===== config.mk =====
export PLATFORM = sky130hd
export DESIGN_NAME = sipo_deser_align
export DESIGN_NICKNAME = d
export VERILOG_FILES = /design/src/rtl/serdes_pkg.sv /design/src/rtl/sipo_shift_core.sv /design/src/rtl/sipo_deser_align.sv
export SDC_FILE = /design/constraint.sdc
export NUM_CORES = 1
export LEC_CHECK = 0
export CORE_UTILIZATION = 30
export DETAILED_ROUTE_END_ITERATION = 16
export PLACE_DENSITY = 0.55
export SYNTH_ARGS = -nofsm -noshare
export SYNTH_HDL_FRONTEND = slang
export SYNTH_HIERARCHICAL = 1
export SYNTH_SLANG_ARGS = --single-unit

===== constraint.sdc =====
create_clock -name clk -period 2 [get_ports clk]
set_clock_uncertainty 0.1 [all_clocks]
set_input_delay 0.4 -clock clk [delete_from_list [all_inputs] [get_ports clk]]
set_output_delay 0.4 -clock clk [all_outputs]
set_load 0.01 [all_outputs]

===== src/rtl/serdes_pkg.sv =====
// Shared SerDes constants: K28.5 comma patterns and the word-alignment FSM encoding.
package serdes_pkg;

  localparam logic [9:0] K28_5_RDN = 10'h17C;
  localparam logic [9:0] K28_5_RDP = 10'h283;

  // Miss counter is sized for the largest legal MISS_LIMIT (15).
  localparam int MISS_W = 4;

  typedef enum logic {
    ST_HUNT   = 1'b0,
    ST_LOCKED = 1'b1
  } align_state_e;

endpackage


===== src/rtl/sipo_shift_core.sv =====
// Serial-in shift window: advances one bit per qualified edge, in either bit order.
module sipo_shift_core #(
  parameter int WIDTH     = 10,
  parameter int LSB_FIRST = 1
) (
  input  logic             clk,
  input  logic             reset_n,
  input  logic             bit_valid,
  input  logic             serial_in,
  output logic [WIDTH-1:0] window
);

  logic [WIDTH-1:0] r_window;
  logic [WIDTH-1:0] w_window_nxt;

  generate
    if (LSB_FIRST != 0) begin : g_lsb_first
      assign w_window_nxt = {serial_in, r_window[WIDTH-1:1]};
    end else begin : g_msb_first
      assign w_window_nxt = {r_window[WIDTH-2:0], serial_in};
    end
  endgenerate

  // NOTE: sequential state uses <= so every flop samples pre-edge values, whatever the block order.
  always_ff @(posedge clk or negedge reset_n) begin
    if (!reset_n) begin
      r_window <= '0;
    end else if (bit_valid) begin
      r_window <= w_window_nxt;
    end
  end

  assign window = r_window;

endmodule


===== src/rtl/sipo_deser_align.sv =====
// Serial-to-parallel deserializer with K28.5 comma-based word alignment and lock tracking.
module sipo_deser_align
  import serdes_pkg::*;
#(
  parameter int               WIDTH      = 10,
  parameter int               LSB_FIRST  = 1,
  parameter int               ALIGN_EN   = 1,
  parameter logic [WIDTH-1:0] COMMA_P    = WIDTH'(K28_5_RDN),
  parameter logic [WIDTH-1:0] COMMA_N    = WIDTH'(K28_5_RDP),
  parameter int               MISS_LIMIT = 2
) (
  input  logic             clk,
  input  logic             reset_n,
  input  logic             serial_in,
  input  logic             bit_valid,
  input  logic             realign,
  output logic [WIDTH-1:0] parallel_out,
  output logic             word_valid,
  output logic             is_comma,
  output logic             locked,
  output logic             align_err
);

  localparam int              CNT_W    = $clog2(WIDTH);
  localparam logic [CNT_W-1:0] CNT_LAST = CNT_W'(WIDTH - 1);
  localparam logic [MISS_W-1:0] MISS_LAST = MISS_W'(MISS_LIMIT - 1);
  localparam logic             LOCK_RST = (ALIGN_EN == 0);

  logic [WIDTH-1:0]  w_window;
  logic [WIDTH-1:0]  w_next_win;
  logic              w_comma;
  logic              w_boundary;

  align_state_e      r_state, w_state_nxt;
  logic [CNT_W-1:0]  r_bit_cnt, w_cnt_nxt;
  logic [MISS_W-1:0] r_miss_cnt, w_miss_nxt;
  logic [WIDTH-1:0]  r_parallel;
  logic              r_word_valid, r_is_comma, r_locked, r_align_err;
  logic              w_load, w_align_err_nxt, w_locked_nxt;

  sipo_shift_core #(
    .WIDTH     (WIDTH),
    .LSB_FIRST (LSB_FIRST)
  ) u_shift (
    .clk       (clk),
    .reset_n   (reset_n),
    .bit_valid (bit_valid),
    .serial_in (serial_in),
    .window    (w_window)
  );

  // Comparison looks at the window as it will be after this edge, so a comma is
  // recognised on the same edge that samples its last bit.
  generate
    if (LSB_FIRST != 0) begin : g_next_lsb
      assign w_next_win = {serial_in, w_window[WIDTH-1:1]};
    end else begin : g_next_msb
      assign w_next_win = {w_window[WIDTH-2:0], serial_in};
    end
  endgenerate

  assign w_comma    = bit_valid && ((w_next_win == COMMA_P) || (w_next_win == COMMA_N));
  assign w_boundary = bit_valid && (r_bit_cnt == CNT_LAST);

  // NOTE: every always_comb output gets a default first; a missed branch would otherwise infer a latch.
  always_comb begin
    w_state_nxt     = r_state;
    w_cnt_nxt       = r_bit_cnt;
    w_miss_nxt      = r_miss_cnt;
    w_load          = 1'b0;
    w_align_err_nxt = 1'b0;

    if (ALIGN_EN == 0) begin
      if (bit_valid) begin
        w_load    = w_boundary;
        w_cnt_nxt = w_boundary ? '0 : CNT_W'(r_bit_cnt + 1'b1);
      end
    end else if (realign) begin
      w_state_nxt = ST_HUNT;
      w_cnt_nxt   = '0;
      w_miss_nxt  = '0;
    end else if (bit_valid) begin
      case (r_state)
        ST_HUNT: begin
          if (w_comma) begin
            w_load      = 1'b1;
            w_cnt_nxt   = '0;
            w_miss_nxt  = '0;
            w_state_nxt = ST_LOCKED;
          end
        end
        ST_LOCKED: begin
          if (w_boundary) begin
            w_load    = 1'b1;
            w_cnt_nxt = '0;
            if (w_comma) w_miss_nxt = '0;
          end else begin
            w_cnt_nxt = CNT_W'(r_bit_cnt + 1'b1);
            if (w_comma) begin
              w_align_err_nxt = 1'b1;
              if (r_miss_cnt >= MISS_LAST) begin
                w_state_nxt = ST_HUNT;
                w_cnt_nxt   = '0;
                w_miss_nxt  = '0;
              end else begin
                w_miss_nxt = MISS_W'(r_miss_cnt + 1'b1);
              end
            end
          end
        end
        default: w_state_nxt = ST_HUNT;
      endcase
    end

    w_locked_nxt = (ALIGN_EN == 0) ? 1'b1 : (w_state_nxt == ST_LOCKED);
  end

  always_ff @(posedge clk or negedge reset_n) begin
    if (!reset_n) begin
      r_state      <= ST_HUNT;
      r_bit_cnt    <= '0;
      r_miss_cnt   <= '0;
      r_parallel   <= '0;
      r_word_valid <= 1'b0;
      r_is_comma   <= 1'b0;
      r_locked     <= LOCK_RST;
      r_align_err  <= 1'b0;
    end else begin
      r_state      <= w_state_nxt;
      r_bit_cnt    <= w_cnt_nxt;
      r_miss_cnt   <= w_miss_nxt;
      r_word_valid <= w_load;
      r_align_err  <= w_align_err_nxt;
      r_locked     <= w_locked_nxt;
      if (w_load) begin
        r_parallel <= w_next_win;
        r_is_comma <= w_comma;
      end
    end
  end

  assign parallel_out = r_parallel;
  assign word_valid   = r_word_valid;
  assign is_comma     = r_is_comma;
  assign locked       = r_locked;
  assign align_err    = r_align_err;

endmodule


* Word level (Yosys, flattened, before mapping)
Index checks and enable logic that the tools add are counted.
Word-level totals: input bits 5, flip-flop bits (word level) 32, logic and storage cells 52
Cells by class: bitwise operators 1, reduce and logical (&&, ||, !) cells 6, equality and inequality tests 5, multiplexer cells 29, magnitude comparators 1, add/subtract/negate cells 2
Operator list (count):
- 2-to-1 mux 4 bit | 12
- one-hot mux 4 bit (2 select lines) | 2
- 2-to-1 mux 1 bit | 13
- == test 10 bit (second input constant) | 1
- == test 10 x 9 -> 1 bit (second input constant) | 1
- adder 4 x 1 -> 4 bit (second input constant) | 2
- == test 4 bit (second input constant) | 1
- >= comparator 4 x 1 -> 1 bit (second input constant) | 1
- inequality test 4 bit (second input constant) | 1
- one-hot mux 1 bit (2 select lines) | 2
- AND reduction 2 bit | 2
- inequality test 3 bit (second input constant) | 1
- logical AND 1 bit | 2
- nonzero test 2 bit | 1
- logical OR 1 bit | 1
- NOT 1 bit | 1

* Longest topological paths before layout
Gate-level depths: netlist of the first run.
word-level depth 8, gate-level depth with buffers 7

* Cells and area by module
The synthesis of the first run kept the hierarchy.
Modules (own cells, without submodules):
- sipo_deser_align | cells each 102, area an instance 1147.4 µm², times used 1, sequential area each 550.5 µm²
- sipo_shift_core | cells each 21, area an instance 411.6 µm², times used 1, sequential area each 250.2 µm²

* Worst setup path after synthesis of the first run
OpenSTA, ideal clock, no wires.
kind register to register, start point register u_shift.r_window[9], in the netlist u_shift/window[9], end point register r_parallel[2], in the netlist parallel_out[2], data arrival time 1.877 ns, cell stages (with the launch flop) 7, library setup time 0.125 ns, path buffers 1, data required time 1.775 ns, setup slack -0.102 ns, cell sequence dfrtp_1 -> nor4b_1 -> and4_2 -> nor3_2 -> a2111oi_4 -> buf_6 -> mux2_4
Between the ends: word-level cells in the longest chain between the ends 7, elaborated cells on any way between the ends 8, those cells by class eq/ne: 2; mux: 4; reduce/logical: 2
RTL lines:
- from (decl) | RTL line sipo_shift_core.sv:13 | logic [WIDTH-1:0] r_window;
- from (signal assigned) | RTL line sipo_shift_core.sv:29 | r_window <= w_window_nxt;
- == test 10 x 9 -> 1 bit or == test 10 bit (tied branches) | RTL line sipo_deser_align.sv:62 | assign w_comma = bit_valid && ((w_next_win == COMMA_P) || (w_next_win == COMMA_N));
- logical OR 1 bit (*) | RTL line sipo_deser_align.sv:62
- logical AND 1 bit (*) | RTL line sipo_deser_align.sv:62
- 2-to-1 mux 1 bit (*) | RTL line sipo_deser_align.sv:85 | if (w_comma) begin
- one-hot mux 1 bit (2 select lines) (*) | RTL line sipo_deser_align.sv:83 | case (r_state)
- 2-to-1 mux 1 bit (*) | RTL line sipo_deser_align.sv:82 | end else if (bit_valid) begin
- 2-to-1 mux 1 bit (*) | RTL line sipo_deser_align.sv:78 | end else if (realign) begin
- named net w_load | RTL line sipo_deser_align.sv:39 | logic w_load, w_align_err_nxt, w_locked_nxt;
- to (signal assigned) | RTL line sipo_deser_align.sv:136 | r_parallel <= w_next_win;
- to (decl) | RTL line sipo_deser_align.sv:37 | logic [WIDTH-1:0] r_parallel;
Mark *: on every way through the listed nets, which the timed path passes. The rest lies on a longest branch. A chain may end at the register's enable or synchronous reset.

* Worst setup path in the final report of the first run
start point register u_shift.r_window[9], in the netlist u_shift/window[9], end point register r_parallel[8], in the netlist parallel_out[8]
Between the ends: word-level cells in the longest chain between the ends 7, elaborated cells on any way between the ends 8, those cells by class eq/ne: 2; mux: 4; reduce/logical: 2
RTL lines (RTL line):
- == test 10 x 9 -> 1 bit or == test 10 bit (tied branches) | sipo_deser_align.sv:62
- logical OR 1 bit | sipo_deser_align.sv:62
- logical AND 1 bit | sipo_deser_align.sv:62
- 2-to-1 mux 1 bit | sipo_deser_align.sv:85
- one-hot mux 1 bit (2 select lines) | sipo_deser_align.sv:83
- 2-to-1 mux 1 bit | sipo_deser_align.sv:82
- 2-to-1 mux 1 bit | sipo_deser_align.sv:78
Several ways; a longest one is shown, not always the timed one.

==> results of run 1 <==
==> metal layers <==
metal / routed length [um] / part of all wire, %
met2: 1730 / 51
met5: 0 / 0
met1: 1490 / 44
met4: 37 / 1.1
met3: 145 / 4.3
==> worst max-delay path, cell delays in order (launching register included) <==
cell       delay [ns]
dfrtp_1          0.41
nor4b_2          0.29
and4_4           0.26
nor3_2           0.05
a2111oi_4        0.30
buf_6            0.20
mux2_4           0.30
==> worst max path at each step <==
| stage | depth (start not counted) | endpoint | from |
|---|---|---|---|
| 2_1_floorplan | 6 | parallel_out[2]$_DFFE_PN0P_ | u_shift/window[9]$_DFFE_PN0P_ |
| 3_3_place_gp | 7 | parallel_out[8]$_DFFE_PN0P_ | serial_in |
| 3_5_place_dp | 7 | parallel_out[8]$_DFFE_PN0P_ | serial_in |
| 4_1_cts | 6 | parallel_out[5]$_DFFE_PN0P_ | u_shift/window[2]$_DFFE_PN0P_ |
| 5_1_grt | 6 | parallel_out[8]$_DFFE_PN0P_ | u_shift/window[4]$_DFFE_PN0P_ |
| 6_report | 6 | parallel_out[8]$_DFFE_PN0P_ | u_shift/window[9]$_DFFE_PN0P_ |
==> flip-flops by register name (all words and copies together) (netlist names) <==
signal and cells:
is_comma 1, parallel_out 10, u_shift/window 9, word_valid 1, r_miss_cnt 4, locked 1, r_bit_cnt 4, align_err 1
==> metrics by stage <==
stage,TNS (ns),std cells
detailed placement,-8.02,230
global route,-0.819,243
finish,-0.207,243
floorplan,0,121
CTS,-1.34,241
global placement,-6.51,230
==> repair_timing <==
item	in CTS	in global routing
gates resized for setup	8	8
endpoints found under the setup margin	13	17
setup buffers	4	2
pin swaps	5	4
==> area by class of cell <==
cell class | count | share of cell area (%)
flip-flops and latches | 31 | 36.1
multi-input cells | 77 | 34.2
repair buffers | 51 | 20.3
well taps | 67 | 3.89
clock buffers | 6 | 3.37
inverters | 9 | 1.57
clock inverters | 2 | 0.581
==> where the power goes <==
group          switching (uW)  internal [uW]
Clock                     239            243
Sequential               62.6            701
Combinational             139            264
==> cells in the final DEF, fill, tap and decap left out, types with 2 or more instances in the layout <==
master           count
nor2_1               4
ha_1                 5
a21oi_1              3
nor4b_2              2
nand2_1              7
inv_1                9
clkdlybuf4s50_1     17
a32o_1               2
dfrtp_1             30
buf_6                3
o21ai_0              5
o21ai_1              3
nor3_2               2
nand3_1              6
clkbuf_8             5
buf_4               30
mux2_4              17
==> run summary, run 1 <==
final core utilization - 45.0%
Initial DRT Pass Iterations - 4
row count - 25
static leakage - 0.000982 uW
Final Cell Area - 2150 sq um
synth-to-layout area growth - 41.8%
met3 global-route usage - 4.83%
global-route wire length before repair - 5820 um
r2r setup slk - -0.03 ns
status - finished, violations left
H-tree depth - 2
Die Ht - 73.2 um
Total Power - 1650 uW
hold_buf cts - 0
CP arrival - 2.10 ns
post-synthesis cell count - 121
vias per cell - 4.63
relative slew slack - 66.8%
RSZ-0062 raised after global routing - true
fin worst setup slack - -0.0332 ns
worst-case reg-to-reg path depth - 6
clk_lat worst skew - 0.29 ns
Final setup viols - 8
Syn Nets - 131
Final Hold Fails - 0
fin nets - 185
min-delay worst type - primary input to asynchronous set/reset pin
VDD IR max - 0.410 mV
max_cap viols - 0
Register Area - 777 sq um
violated checks - negative setup slack
core area - 4790 sq um
TritonCTS Buffers - 5
detailed-route via count - 1125
vias in the first global route - 1281
n_diodes - 0
half-perimeter wire length after placement - 2390 um
CP startpoint kind - flop
share of layout cells above drive strength 1 - 39.2%
Top Usage Layer GRT - met2
FMAX - 0.492 GHz
PD cells - 764 nW/um^2
slew of the pin with the lowest slew margin - 0.494 ns
M1 GR Usage - 16.7%
Clock transition at path regs - 0.07 ns
critical path data required time - 2.07 ns
final antenna-violating net count - 0
die area - 5350 sq um
number of I/O pins - 19
crit end category - flop
final WL - 3400 um
CTS tree - yes
Clock Tree Root - clkbuf_8
Post-DP Area - 1970 sq um
initial antenna violation count - 0
area of the multi-input gates - 737 sq um
reg2reg end - parallel_out[8]$_DFFE_PN0P_
pre-CTS WS - -0.542 ns
Syn. warnings - 6
DR iter-0 viols - 46
Mapped Avg Cell Area - 12.6 sq um
RR Startpoint - u_shift/window[9]$_DFFE_PN0P_
Worst Setup Path Type - flop to flop
Placer Congestion - 0.793
GRT Total Usage - 14.8%
TritonCTS Sinks - 31
clk buf depth - 2
DRC - 0
synthesized cell area - 1520 sq um
WL per Instance - 14.0 um
WHS - 0.405 ns
GRT met2 Usage - 25.9%
Final min period - 2.03 ns
Final Max Slew Viols - 0
initial core utilization - 31.7%
Die W - 73.2 um
number of port buffers - 18
total congestion overflow - 0
CP Max Fanout - 7
number of fill cells - 451
final worst-path cycle share - 102%
pin count of the biggest net entering global routing - 32
Note: power is estimated with default switching activity, not from simulation.
==> inputs of run 2 (changes only) <==
--- a/config.mk
+++ b/config.mk
@@ -5,9 +5,11 @@
 export SDC_FILE = /design/constraint.sdc
 export NUM_CORES = 1
 export LEC_CHECK = 0
-export CORE_UTILIZATION = 30
+export CAP_MARGIN = 40
+export CORE_MARGIN = 3
+export CORE_UTILIZATION = 49
 export DETAILED_ROUTE_END_ITERATION = 16
-export PLACE_DENSITY = 0.55
+export PLACE_DENSITY = 0.79
 export SYNTH_ARGS = -nofsm -noshare
 export SYNTH_HDL_FRONTEND = slang
 export SYNTH_HIERARCHICAL = 1
==> run summary, run 2 (same netlist as run 1, synthesis figures left out) <==
violated checks - negative setup slack
r2r setup slk - -0.05 ns (about the same)
Worst Setup SP - u_shift/window[5]$_DFFE_PN0P_
Final Max Slew Viols - 0 (unchanged)
share of layout cells above drive strength 1 - 37.7% (-1.5 points)
Pint - 1060 uW (-12%)
n_diodes - 0 (unchanged)
Final min period - 2.05 ns (+0.0135 ns)
detailed-route via count - 1096 (-2.6%)
fin worst setup slack - -0.0467 ns (-0.0135 ns)
switching share of power - 28.0% (+1.3 points)
slew of the pin with the lowest slew margin - 0.505 ns (+0.0108 ns)
Die Ht - 61.7 um (-16%)
RR Startpoint - u_shift/window[5]$_DFFE_PN0P_
CP startpoint kind - flop
total congestion overflow - 0 (unchanged)
Register Area - 778 sq um (+0.16%)
worst-case reg-to-reg path depth - 6 (unchanged)
GRT Total Usage - 19.0% (+4.2 points)
register share of total power - 53.0% (+6.7 points)
DR iter-0 viols - 37 (-20%)
CTS tree - yes
CP Max Fanout - 5 (-2)
clk_lat worst skew - 0.33 ns (+0.04 ns)
status - finished, violations left
commonest non-fill, non-tap cell in the layout - dfrtp_1
static leakage - 0.000935 uW (-4.8%)
Largest register FFs - 10 (unchanged)
Initial DRT Pass Iterations - 5 (+1)
global-route wire length before repair - 5130 um (-12%)
vias per cell - 5.54 (+20%)
area of the multi-input gates - 742 sq um (+0.68%)
initial core utilization - 53.2% (+22 points)
crit end category - flop
commonest cells after routing, fill and taps aside - dfrtp_1 (29), buf_4 (23), clkdlybuf4s50_1 (17)
WHS - 0.356 ns (-0.0496 ns)
Clk pwr share - 23.3% (-5.9 points)
Final Hold Fails - 0 (unchanged)
Placer Congestion - 0.822 (+3.6%)
DRC - 0 (unchanged)
Clock transition at path regs - 0.10 ns (+0.03 ns)
Logic pwr share - 23.7% (-0.7 points)
vias in the first global route - 1134 (-11%)
net switching power - 413 uW (-6.1%)
CP arrival - 2.16 ns (+0.06 ns)
H-tree depth - 2 (unchanged)
Die W - 61.7 um (-16%)
half-perimeter wire length after placement - 2140 um (-10%)
initial antenna violation count - 0 (unchanged)
min-delay worst type - primary input to asynchronous set/reset pin
die area - 3800 sq um (-29%)
row count - 19 (-24%)
clk buf depth - 2 (unchanged)
final WL - 3120 um (-8.3%)
core area - 2850 sq um (-40%)
final worst-path cycle share - 102% (+0.67 points)
number of port buffers - 18 (unchanged)
synth-to-layout area growth - 32.2%
hold_buf cts - 0 (unchanged)
number of fill cells - 208 (-54%)
final antenna-violating net count - 0 (unchanged)
number of I/O pins - 19 (unchanged)
FMAX - 0.489 GHz (-0.66%)
reg2reg end - parallel_out[6]$_DFFE_PN0P_
PD cells - 735 nW/um^2 (-3.8%)
pin count of the biggest net entering global routing - 32 (unchanged)
relative slew slack - 66.1% (-0.73 points)
WL per Instance - 15.8 um (+13%)
max_cap viols - 0 (unchanged)
Worst Setup Path Type - flop to flop
critical path data required time - 2.12 ns (+0.05 ns)
TritonCTS Buffers - 5 (unchanged)
RSZ-0062 raised after global routing - true
VDD IR max - 0.379 mV (-7.6%)
crit path capture - parallel_out[6]$_DFFE_PN0P_
Clock Tree Root - clkbuf_4
final core utilization - 70.4% (+25 points)
Final setup viols - 8 (unchanged)
fin nets - 176 (-4.9%)
TritonCTS Sinks - 31 (unchanged)
[run 2: layer usage]
| layer | track usage, % | up-vias | routed length (um) |
|---|---|---|---|
| li1 | - | 528 | - |
| met1 | 21.8 | 538 | 1400 |
| met2 | 31.7 | 21 | 1540 |
| met3 | 6.50 | 9 | 120 |
| met4 | 8.79 | 0 | 57 |
| met5 | 0 | - | 0 |
[run 2: power groups by stage]
stage / registers (uW) / clock network, uW / logic, uW
after CTS: 778 / 354 / 345
final: 783 / 344 / 350
after global routing: 793 / 377 / 376
after floorplan: 777 / 0 / 140
after global placement: 768 / 0 / 297
after detailed placement: 774 / 0 / 306
[run 2: worst min path at each step]
stage / from / endpoint / slack (ns) / cells past startpoint
floorplan: reset_n / align_err$_DFF_PN0_ / 0.004 / 0
global placement: parallel_out[7]$_DFFE_PN0P_ / parallel_out[7]$_DFFE_PN0P_ / 0.40 / 1
detailed placement: parallel_out[9]$_DFFE_PN0P_ / parallel_out[9]$_DFFE_PN0P_ / 0.39 / 1
CTS: reset_n / parallel_out[9]$_DFFE_PN0P_ / 0.36 / 2
global route: reset_n / u_shift/window[4]$_DFFE_PN0P_ / 0.39 / 2
finish: reset_n / parallel_out[8]$_DFFE_PN0P_ / 0.36 / 2
[run 2: metrics by stage]
step                      cell area [sq um]  instances  setup WS (ns)  setup TNS, ns  total power (uW)
after floorplan                        1530        121         0.0253              0               917
after global placement                 1880        188         -0.434          -6.50              1060
after detailed placement               1880        188         -0.523          -8.36              1080
after CTS                              1980        197        -0.0403         -0.136              1480
after global routing                   2010        198         -0.132         -0.927              1550
final                                  2010        198        -0.0467         -0.180              1480
[run 2: repair_timing]
| action | CTS | global route |
|---|---|---|
| gates resized for setup | 6 | 7 |
| buffers inserted | 1 | 1 |
| setup endpoints to repair | 12 | 14 |
| gates cloned | 0 | 0 |
| pin swaps | 4 | 0 |
[run 2: layout make-up]
type                    instances  area share (%)
clock buffers                   5            1.87
clock inverters                 3           0.748
inverters                       9            1.68
repair buffers                 42            18.1
well taps                      31            1.93
flip-flops and latches         31            38.8
multi-input cells              77            36.9
[run 2: critical path, stage by stage, from the launching register on]
cell,delay (ns)
dfrtp_2,0.46
and4bb_2,0.31
and4_4,0.23
nor3_2,0.05
a2111oi_4,0.23
buf_4,0.21
mux2_2,0.33
